File: config.mk
export PLATFORM = sky130hd
export DESIGN_NAME = not_not_judge
export DESIGN_NICKNAME = d
export VERILOG_FILES = /design/src/rtl/not_not_judge.sv
export SDC_FILE = /design/constraint.sdc
export NUM_CORES = 1
export LEC_CHECK = 0
export ABC_AREA = 0
export CAP_MARGIN = 40
export CORE_ASPECT_RATIO = 1.25
export CORE_MARGIN = 2
export CORE_UTILIZATION = 46
export CTS_CLUSTER_DIAMETER = 40
export DETAILED_ROUTE_END_ITERATION = 12
export GPL_TIMING_DRIVEN = 0
export PLACE_DENSITY = 0.69
export SLEW_MARGIN = 30
export SYNTH_ARGS = -nofsm -noshare
export SYNTH_HDL_FRONTEND = slang
export SYNTH_SLANG_ARGS = --single-unit
File: constraint.sdc
create_clock -name clock -period 3 [get_ports clock]
set_clock_uncertainty 0.05 [all_clocks]
set_input_delay 0.6 -clock clock [delete_from_list [all_inputs] [get_ports clock]]
set_output_delay 0.6 -clock clock [all_outputs]
set_load 0.01 [all_outputs]
File: src/rtl/not_not_judge.sv
// -----------------------------------------------------------------------------
// not_not_judge
//   Player-response side of a Not Not round. Requests a prompt (a 4-bit mask of
//   acceptable colour switches), opens a timed answer window, judges the
//   player's switch/KEY response against the mask, keeps score and lives, and
//   reports each round result for the display logic.
//
// Ports:
//   clock          in   system clock
//   resetn         in   synchronous active-low reset
//   start          in   leaves IDLE / GAME_OVER when high
//   prompt_valid   in   prompt generator has a prompt ready
//   expected_mask  in   [3:0] acceptable switches, 0 means "touch nothing"
//   req_next       out  high while waiting for a prompt
//   sw             in   [3:0] raw player switches (asynchronous)
//   submit_n       in   raw KEY, active-low (asynchronous)
//   round_active   out  high during the answer window
//   round_done     out  one-cycle pulse when a round is judged
//   result_correct out  verdict of the last judged round
//   score          out  [7:0] correct answers, saturating at 255
//   lives          out  [2:0] remaining lives
//   game_over      out  high in GAME_OVER
// -----------------------------------------------------------------------------
module not_not_judge #(
  parameter int TIMEOUT_CYCLES = 100000000,
  parameter int RESULT_CYCLES  = 25000000,
  parameter int LIVES          = 3
) (
  input  logic       clock,
  input  logic       resetn,
  input  logic       start,
  input  logic       prompt_valid,
  input  logic [3:0] expected_mask,
  output logic       req_next,
  input  logic [3:0] sw,
  input  logic       submit_n,
  output logic       round_active,
  output logic       round_done,
  output logic       result_correct,
  output logic [7:0] score,
  output logic [2:0] lives,
  output logic       game_over
);

  localparam int MAX_CYCLES = (TIMEOUT_CYCLES > RESULT_CYCLES) ? TIMEOUT_CYCLES : RESULT_CYCLES;
  localparam int TW         = (MAX_CYCLES > 1) ? $clog2(MAX_CYCLES) : 1;

  localparam logic [TW-1:0] TIMEOUT_LAST = TW'(TIMEOUT_CYCLES - 1);
  localparam logic [TW-1:0] RESULT_LAST  = TW'(RESULT_CYCLES - 1);
  localparam logic [2:0]    LIVES_INIT   = 3'(LIVES);

  typedef enum logic [2:0] {
    IDLE,
    WAIT_PROMPT,
    ANSWER,
    RESULT,
    GAME_OVER
  } state_t;

  state_t        state;
  logic [TW-1:0] timer;
  logic [3:0]    mask_q;

  // Input synchronizers and press edge detector.
  logic [3:0] sw_s1, sw_s2;
  logic       sub_s1, sub_s2, sub_d;
  logic       press;

  // NOTE: the reset branch lives inside the clocked block and resetn is not in
  // the sensitivity list, so reset only takes effect on a clock edge.
  always_ff @(posedge clock) begin
    if (!resetn) begin
      sw_s1  <= 4'b0000;
      sw_s2  <= 4'b0000;
      sub_s1 <= 1'b1;
      sub_s2 <= 1'b1;
      sub_d  <= 1'b1;
      press  <= 1'b0;
    end else begin
      // NOTE: non-blocking assignments make every flop sample the old value of
      // its predecessor, which is what turns this chain into a shift register.
      sw_s1  <= sw;
      sw_s2  <= sw_s1;
      sub_s1 <= submit_n;
      sub_s2 <= sub_s1;
      sub_d  <= sub_s2;
      // Registered 1->0 edge of the synchronized key: one pulse per press,
      // so a key held down across rounds never re-triggers.
      press  <= sub_d & ~sub_s2;
    end
  end

  // Exactly one switch up and inside the mask, or nothing when mask is empty.
  function automatic logic judge(input logic [3:0] ans, input logic [3:0] mask);
    logic one_hot;
    one_hot = (ans != 4'b0000) && ((ans & (ans - 4'd1)) == 4'b0000);
    return (one_hot && ((ans & mask) != 4'b0000)) || (ans == 4'b0000 && mask == 4'b0000);
  endfunction

  // A press wins over a coincident timeout; a timeout judges "did nothing".
  logic       timeout_hit;
  logic [3:0] answer;
  logic       verdict;

  assign timeout_hit = (timer == TIMEOUT_LAST);
  assign answer      = press ? sw_s2 : 4'b0000;
  assign verdict     = judge(answer, mask_q);

  always_ff @(posedge clock) begin
    if (!resetn) begin
      state          <= IDLE;
      timer          <= '0;
      mask_q         <= 4'b0000;
      req_next       <= 1'b0;
      round_active   <= 1'b0;
      round_done     <= 1'b0;
      result_correct <= 1'b0;
      score          <= 8'd0;
      lives          <= LIVES_INIT;
      game_over      <= 1'b0;
    end else begin
      round_done <= 1'b0;
      unique case (state)
        IDLE, GAME_OVER: begin
          if (start) begin
            score     <= 8'd0;
            lives     <= LIVES_INIT;
            game_over <= 1'b0;
            req_next  <= 1'b1;
            state     <= WAIT_PROMPT;
          end
        end
        WAIT_PROMPT: begin
          if (prompt_valid) begin
            mask_q       <= expected_mask;
            timer        <= '0;
            req_next     <= 1'b0;
            round_active <= 1'b1;
            state        <= ANSWER;
          end
        end
        ANSWER: begin
          if (press || timeout_hit) begin
            round_done     <= 1'b1;
            result_correct <= verdict;
            round_active   <= 1'b0;
            timer          <= '0;
            state          <= RESULT;
            if (verdict) begin
              if (score != 8'hFF) score <= score + 8'd1;
            end else begin
              lives <= lives - 3'd1;
            end
          end else begin
            timer <= timer + 1'b1;
          end
        end
        RESULT: begin
          if (timer == RESULT_LAST) begin
            timer <= '0;
            if (lives == 3'd0) begin
              game_over <= 1'b1;
              state     <= GAME_OVER;
            end else begin
              req_next <= 1'b1;
              state    <= WAIT_PROMPT;
            end
          end else begin
            timer <= timer + 1'b1;
          end
        end
        default: state <= IDLE;
      endcase
    end
  end

endmodule
==> results of run 1 <==
## kinds of logic after synthesis
| logic type | after synthesis | share of synthesized area [%] |
|---|---|---|
| AO/OA/AOI/OAI | 68 | 14.8 |
| XOR/XNOR | 10 | 2.89 |
| adder cells (fa/ha/maj) | 4 | 1.65 |
| buffers and inverters | 23 | 3.01 |
| flip-flops | 62 | 40.9 |
| multiplexers | 8 | 2.64 |
| AND/OR/NAND/NOR | 193 | 34.1 |
## final timing paths
check                           slack (ns)  cells past startpoint        end
worst max-delay path                  0.42                      7  timer[26]
worst min-delay path                  0.36                      1     sub_s2
worst max register to register        0.45                      7  timer[26]
worst min register to register        0.36                      1     sub_s2
## through the flow
step | std cells | worst slack (ns) | util, % | hold WS, ns
detailed placement | 483 | 0.131 | 52.8 | 0.350
finish | 499 | 0.416 | 56.3 | 0.364
CTS | 499 | 0.462 | 56.3 | 0.367
global placement | 483 | 0.136 | 52.8 | 0.340
global route | 499 | 0.307 | 56.3 | 0.376
floorplan | 368 | 0.803 | - | 0.336
## cell type report
class / count / area (µm²) / area share, %
Clock buffer: 9 / 124 / 3.39
Buffer: 14 / 57.6 / 1.58
Multi-Input combinational cell: 283 / 1700 / 46.6
Timing Repair Buffer: 28 / 280 / 7.68
Sequential cell: 62 / 1240 / 34.0
Inverter: 9 / 33.8 / 0.925
Clock inverter: 7 / 104 / 2.84
Tap cell: 87 / 109 / 2.98
## cell usage in the layout, fill, tap and decap left out, types with 4 or more instances in the layout
| cell type | instances |
|---|---|
| and3_1 | 5 |
| nor2_1 | 37 |
| mux2i_1 | 8 |
| nand2_1 | 42 |
| xnor2_1 | 4 |
| nand4_1 | 10 |
| or3_1 | 11 |
| o21ai_0 | 18 |
| dfxtp_1 | 62 |
| or2_2 | 4 |
| ha_1 | 4 |
| clkbuf_8 | 9 |
| clkdlybuf4s50_1 | 28 |
| xor2_1 | 6 |
| a21oi_1 | 22 |
| a31oi_1 | 7 |
| nor2b_1 | 6 |
| nor3_1 | 13 |
| or4_1 | 5 |
| inv_1 | 8 |
| nand3_1 | 22 |
| clkbuf_1 | 12 |
| and2_1 | 10 |
| nand2b_1 | 10 |
## synth_stat cells (all sizes together)
library cell / instances / share of area, %
a2111oi: 1 / 0.49
a211oi: 3 / 0.74
a21boi: 1 / 0.25
a21o: 1 / 0.25
a21oi: 22 / 3.6
a2bb2oi: 1 / 0.49
a31oi: 7 / 1.4
a32oi: 1 / 0.29
and2: 10 / 2.1
and2b: 1 / 0.25
and3: 5 / 1.0
and4: 2 / 0.58
and4b: 2 / 0.66
buf: 1 / 0.25
clkbuf: 13 / 1.6
clkinv: 1 / 0.12
dfxtp: 62 / 41
ha: 4 / 1.6
inv: 8 / 0.99
mux2i: 8 / 2.6
nand2: 42 / 5.2
nand2b: 10 / 2.1
nand3: 22 / 3.6
nand3b: 3 / 0.74
nand4: 11 / 2.8
nor2: 37 / 4.6
nor2b: 6 / 1.2
nor3: 13 / 2.1
nor3b: 3 / 0.74
nor4: 4 / 1.3
nor4b: 1 / 0.49
nor4bb: 1 / 0.33
o211a: 1 / 0.33
o21a: 2 / 0.49
o21ai: 19 / 3.3
o22ai: 3 / 0.62
o2bb2ai: 1 / 0.49
o31a: 2 / 0.58
o31ai: 2 / 0.49
o41ai: 1 / 0.91
or2: 4 / 0.82
or3: 11 / 2.3
or4: 5 / 1.2
xnor2: 4 / 1.2
xor2: 6 / 1.7
## registers in the layout, indices dropped and copies added, names as in the netlist
| signal | flops |
|---|---|
| game_over | 1 |
| lives | 3 |
| mask_q | 4 |
| press | 1 |
| req_next | 1 |
| result_correct | 1 |
| round_active | 1 |
| round_done | 1 |
| score | 8 |
| state | 3 |
| sub_d | 1 |
| sub_s1 | 1 |
| sub_s2 | 1 |
| sw_s1 | 4 |
| sw_s2 | 4 |
| timer | 27 |
## power by group through the flow
stage          Combinational (µW)  Clock (µW)  Sequential (µW)
2_1_floorplan                 204           0              889
3_3_place_gp                  301           0              888
3_5_place_dp                  305           0              889
4_1_cts                       307         859              870
5_1_grt                       340         900              873
6_report                      306         845              870
## worst max-delay path, stage by stage
cell and delay (ns):
clkdlybuf4s50_1 0.52, a21oi_1 0.09, nor2_1 0.49, nand4_1 0.33, or4_1 0.49, xor2_1 0.17, nor2_1 0.05
## per-layer routing
metal / global-route usage [%] / wire length [µm] / vias up
met5: 0 / 0 / -
met4: 10.0 / 152 / 0
met3: 4.78 / 285 / 14
met2: 36.1 / 3470 / 64
met1: 22.9 / 3090 / 1300
li1: - / - / 1396
==> flow_results.org, run 1 <==
** Run status
- Status :: finished, final reports clean

** Drt
- The first routing iteration left 138 violations.
- After detailed routing, the number of remaining DRC violations is 0.
- Detailed-routing iteration count for the pre-antenna-repair pass :: 5
- The routed design has 7000 µm of wire.
- After detailed routing, the number of vias per cell comes to 5.56.
- Routed Antenna Nets :: 0
- The detailed router placed 2,774 vias in this run.
- Average wire per standard cell :: 14.0 µm

** Synthesis
- In this run, synthesis produced a sequential element count of 62.
- Part of the Yosys area used for sequential elements :: 40.9%
- Post-synth cell types :: 49
- Synthesis handed over a netlist of 368 instances.
- Yosys warnings :: 0
- After synthesis, the mean cell area works out to 8.25 µm².
- Number of nets in the synthesized netlist :: 385
- Mapped Area :: 3030 µm²

** Timing
- Total Negative Setup Slacks :: 0 ns
- The final hold violation count came to 0.
- The worst path in the final design needs a cycle of 2.58 ns, including I/O delays and setup.
- FMAX :: 387 MHz
- For the pin with the worst max-slew slack, the measured transition is 0.705 ns.
- The final number of max-transition violations came to 0.
- Setup violations remaining at the end of the flow were counted as 0.
- Tcrit/Tclk final :: 86.1%
- Setup repair after global routing left no endpoint under its margin.
- In this run the tightest slew margin relative to its limit is 52.8%.

** Worst setup path
- The startpoint identified for the worst register-to-register timing path is state[0].
- Worst endpoint required time :: 3.17 ns
- The worst setup path is launched from a primary input.
- Maximum fanout along the worst path :: 7
- The worst setup path is captured at a flip-flop.
- Class of the most critical setup path :: in -> reg
- Tracing the worst setup path back leads to its startpoint at prompt_valid.
- For the worst setup path, the data arrival time is 2.75 ns.

** GRT
- Total routing resource utilization after global routing :: 20.3%
- Via count of the first global-routing pass :: 2,525
- Wire length of the first global-routing pass :: 11,600 µm
- Entering global routing, the biggest net connects 14 pins.
- Number of antenna violations at the first check in global routing :: 0
- Global route overflow :: 0

** CTS
- For this design, the sink count on the clock tree is 62.
- CTS tree :: yes
- Hold repair after CTS inserted 0 buffers.
- Root cell of the clock tree :: clkbuf_8
- Number of resized instances in the post-cts repair step :: 0
- The clock reaches the later pin of the worst-skew pair after 0.34 ns.
- Clock-pin slew was measured on the worst setup and hold paths at 0.08 ns.
- The H-tree generated during clock tree synthesis spans 3 levels.
- Buffers inserted during clock tree synthesis total 9.
- In this run the deepest clock path goes through 2 buffers.
- Number of buffers inserted to repair setup after CTS :: 0

** Hold path
- The worst hold path belongs to the class reg -> reg.
- Hold path start :: sub_s1

** Layout
- After the last flow step, the layout net total stands at 424.
- Of the cells placed in the final design, the portion with a size suffix greater than 1 is 7.28%.
- Design Area, Final :: 3650 µm²
- Fill cells :: 627
- The area growth from synthesis to layout is 20.3%.
- The repair_antennas step left the layout with diodes totalling 0.

** Power and ir drop
- Proportion of power drawn by the clock network :: 41.8%
- Cell leakage power :: 0.00131 µW
- For this design the total switching power over the nets is 578 µW.
- The completed layout was analyzed and its total power is 2020 µW.
- Max IR drop VDD :: 0.343 mV
- Internal power :: 1440 µW
- In this run the power density over the cells is 554 nW/µm².
- In this run switching power makes up 28.6% of total power.
- Part of the total power dissipated in combinational logic :: 15.1%
- Sequential cells account for 43.1% of the total power.

** Floorplan
- Row cnt :: 33
- Initial core utilization :: 46.8%
- Die width :: 76.6 µm
- Pin placement for this block handled 29 I/O pins.
- In this run the vertical extent of the chip is 94.8 µm.
- Core region area :: 6480 µm²
- Area of the die :: 7270 µm²

** Placement
- Dpl hpwl :: 5000 µm
- The placed instances occupy a cell area of 3420 µm².
- Placer Congestion :: 0.836
- Port buffering added 28 buffers.

** Job
- The tool flagged a number of max-cap violations equal to 0.
No activity file was read; power rests on OpenSTA's default activity.
==> inputs of run 2 (changes only) <==
--- a/config.mk
+++ b/config.mk
@@ -9,11 +9,11 @@
 export CAP_MARGIN = 40
 export CORE_ASPECT_RATIO = 1.25
 export CORE_MARGIN = 2
-export CORE_UTILIZATION = 46
+export CORE_UTILIZATION = 57
 export CTS_CLUSTER_DIAMETER = 40
 export DETAILED_ROUTE_END_ITERATION = 12
 export GPL_TIMING_DRIVEN = 0
-export PLACE_DENSITY = 0.69
+export PLACE_DENSITY = 0.82
 export SLEW_MARGIN = 30
 export SYNTH_ARGS = -nofsm -noshare
 export SYNTH_HDL_FRONTEND = slang
==> constraint.sdc (replaced) <==
create_clock -name clock -period 3 [get_ports clock]
set_clock_uncertainty 0.05 [all_clocks]
set_input_delay 0.9 -clock clock [delete_from_list [all_inputs] [get_ports clock]]
set_output_delay 0.9 -clock clock [all_outputs]
set_load 0.01 [all_outputs]
==> run 2 against run 1 <==
Against the previous run:
- register-to-register slack hardly changed
- wire length is 1.6% higher
- cell count is 5.0% lower
- sequential power hardly changed
- worst hold slack worse by 0.0039 ns
- largest cell class unchanged
- largest power group unchanged
==> flow_results.org, run 2 (synthesis results as in run 1) <==
** Worst setup path
- Class of the most critical setup path :: in -> reg
- The signal on the critical path passes through clkdlybuf4s50_1 -> a21oi_1 -> nor2_1 -> nand4_1 -> or4_1 -> xor2_1 -> nor2_1.
- Endpoint type of the worst setup path :: flip-flop
- On the critical path, the stage with the largest delay is an instance of clkdlybuf4s50_1.
- The worst setup path is launched from a primary input.
- Tracing the worst setup path back leads to its startpoint at prompt_valid.
- Worst endpoint required time :: 3.17 ns
- Counting both buffers and inverters, the worst setup path holds a total of 1.
- By instance count, the cell type seen most on the critical path is nor2_1.
- End of the worst register-to-register path :: timer[2]
- Maximum fanout along the worst path :: 7
- Total number of cells along the worst setup path :: 7
- For this run, the slowest stage of the critical path takes 0.51 ns.
- R2R depth :: 9
- Largest delay contributor family on the critical path :: simple AND/OR/NAND/NOR gates
- Slack of the worst reg-to-reg path :: 0.44 ns
- The worst register-to-register path begins at timer[0].
- For the worst setup path, the data arrival time is 2.99 ns.

** Power and ir drop
- Cell leakage power :: 0.00130 µW
- Pwr dens :: 555 nW/µm²
- The worst-case IR drop observed on VDD is 0.522 mV.

** Drt
- Summed over all nets, wire length on met2 after detailed routing comes to 3480 µm.
- After detailed routing, the average wire length per cell comes to 15.0 µm.
- Once detail routing completed, the nets flagged for antenna violations numbered 0.
- The final route contains 2,800 vias.
- The first detailed-routing pass ran for 7 iterations.
- Met1 layer wirelength in the final routing :: 3060 µm
- After detailed routing, the number of vias per cell comes to 5.91.
- For this block, the initial DRC count from the detailed router was 166.
- Post-route DRC violation count :: 0
- Wire segments on met3 add up to 353 µm in the final route.
- Wire length reported by the detailed router :: 7110 µm
- Routed signal wires occupy layers up through met4.

** Hold path
- Worst hold-check path type :: reg -> reg
- Worst hold stages :: 2
- Hold path start :: sub_d
- The worst hold path terminates at press.

** Layout
- Share of post-route cells with drive strength above 1 :: 7.28%
- Largest register FFs :: 27
- For this run, the share of the core covered by cells in the final layout is 70.7%.
- Number of cells in the finished layout apart from fillers :: 474
- The number of antenna diodes in the final layout is 0.
- Top library cells by usage in the layout, fill and taps aside :: dfxtp_1 (62), nand2_1 (42), nor2_1 (37), clkdlybuf4s50_1 (28)
- Total number of nets in the final design :: 424
- timer holds more flip-flops than any other register.
- Leading cell type in the layout, fill and taps excluded :: dfxtp_1
- Biggest registers after layout :: timer (27), score (8)
- Counting the fill cells in the layout gives 424.
- Compared with the post-synthesis result, the final layout area differs by 19.1%.

** Floorplan
- The core region is 5120 µm².
- The die covers 5930 µm².
- The floorplan has 29 rows.
- Floorplan die height :: 85.6 µm
- Die width :: 69.3 µm
- 29 I/O pins were placed.
- The initial utilization of the core area, before any placement, comes to 59.3%.

** Timing
- Slew of the pin with the lowest slew margin :: 0.691 ns
- Period minus WS final :: 2.83 ns
- Final count of negative-setup-slack endpoints :: 0
- In this run the tightest slew margin relative to its limit is 53.8%.
- Static timing analysis puts the maximum clock frequency at 354 MHz.
- The final hold violation count came to 0.
- The final number of max-transition violations was 0.
- Setup repair after global routing left no endpoint under its margin.
- Of the available clock period, the critical path in the final layout requires 94.3%.

** CTS
- At the later pin of the worst-skew pair, clock insertion delay measures 0.34 ns.
- Number of sinks on the clock net :: 62
- Clock input transition at the sequential cells of the worst setup and hold paths :: 0.07 ns
- The number of gates resized after CTS was 0.
- Number of buffers created by CTS :: 9
- After clock tree synthesis, the setup repair step added 0 buffers.
- For this design, the CTS-stage hold fixing added 0 buffers.
- CTS built an H-tree with a depth of 3.
- Maximum number of buffers from clock root to sink :: 2
- In this run the clock root is driven by a clkbuf_8.
- CTS tree :: yes

** GRT
- The number of global-route vias before repair was 2,643.
- The number of antenna violations at the first check in global routing was 0.
- The first global-routing pass estimated 11,800 µm of wire.
- Global route overflow :: 0
- Total routing resource utilization after global routing :: 24.6%
- Largest net degree at the start of global routing :: 12

** Placement
- Port buffering added 28 buffers.
- DP Cell Count :: 458
- At the end of routability-driven placement, the weighted congestion stood at 0.843.
- Summed over all nets, the half-perimeter wirelength after detailed placement is 5010 µm.

** Run status
- Status :: finished, final reports clean

** Job
- Max-capacitance violation count :: 0
## run 2: cell count changes in the layout (fill, tap and decap cells not counted)
cell / previous run / this run
inv_6: 3 / 0
clkinv_4: 2 / 0
clkbuf_8: 9 / 10
clkinvlp_4: 0 / 2
clkinv_2: 0 / 2
## run 2: how the worst max path moves through the flow
stage                     end  slack (ns)
global placement    timer[26]       -0.09
detailed placement  timer[26]       -0.10
finish              timer[26]        0.17
floorplan           timer[26]        0.77
global route        timer[26]        0.07
CTS                 timer[26]        0.24
## run 2: report_power, final
part           internal, µW  switching [µW]
sequential              852            19.7
clock                   487             337
combinational           113             196
total                  1450             553
## run 2: final cells by class
cell class	count	area, µm²	share of cell area (%)
Multi-Input combinational cell	283	1700	47.1
Sequential cell	62	1240	34.3
Timing Repair Buffer	28	280	7.75
Clock buffer	10	138	3.81
Clock inverter	6	85.1	2.35
Tap cell	62	77.6	2.15
Buffer	14	57.6	1.59
Inverter	9	33.8	0.935
## run 2: worst register-to-register path: cells and delay by family (launching register included)
kind | cells | cell delay [ns]
fa+ha+maj | 1 | 0.26
flops | 1 | 0.35
simple gates | 2 | 0.34
compound gates | 4 | 0.92
buf+inv | 2 | 0.57
## run 2: routing by layer
metal	track usage [%]	vias up
li1	-	1398
met3	6.23	19
met4	13.2	0
met5	0	-
met2	41.8	81
met1	28.5	1302
## run 2: through the flow
stage	instance area [µm²]	total power (µW)	setup slack (ns)	TNS, ns	hold WS (ns)
CTS	3610	2010	0.239	0	0.361
finish	3610	2000	0.172	0	0.360
global placement	3390	1180	-0.0920	-0.0920	0.346
floorplan	3030	1090	0.769	0	0.336
detailed placement	3390	1190	-0.102	-0.102	0.350
global route	3610	2080	0.0672	0	0.392
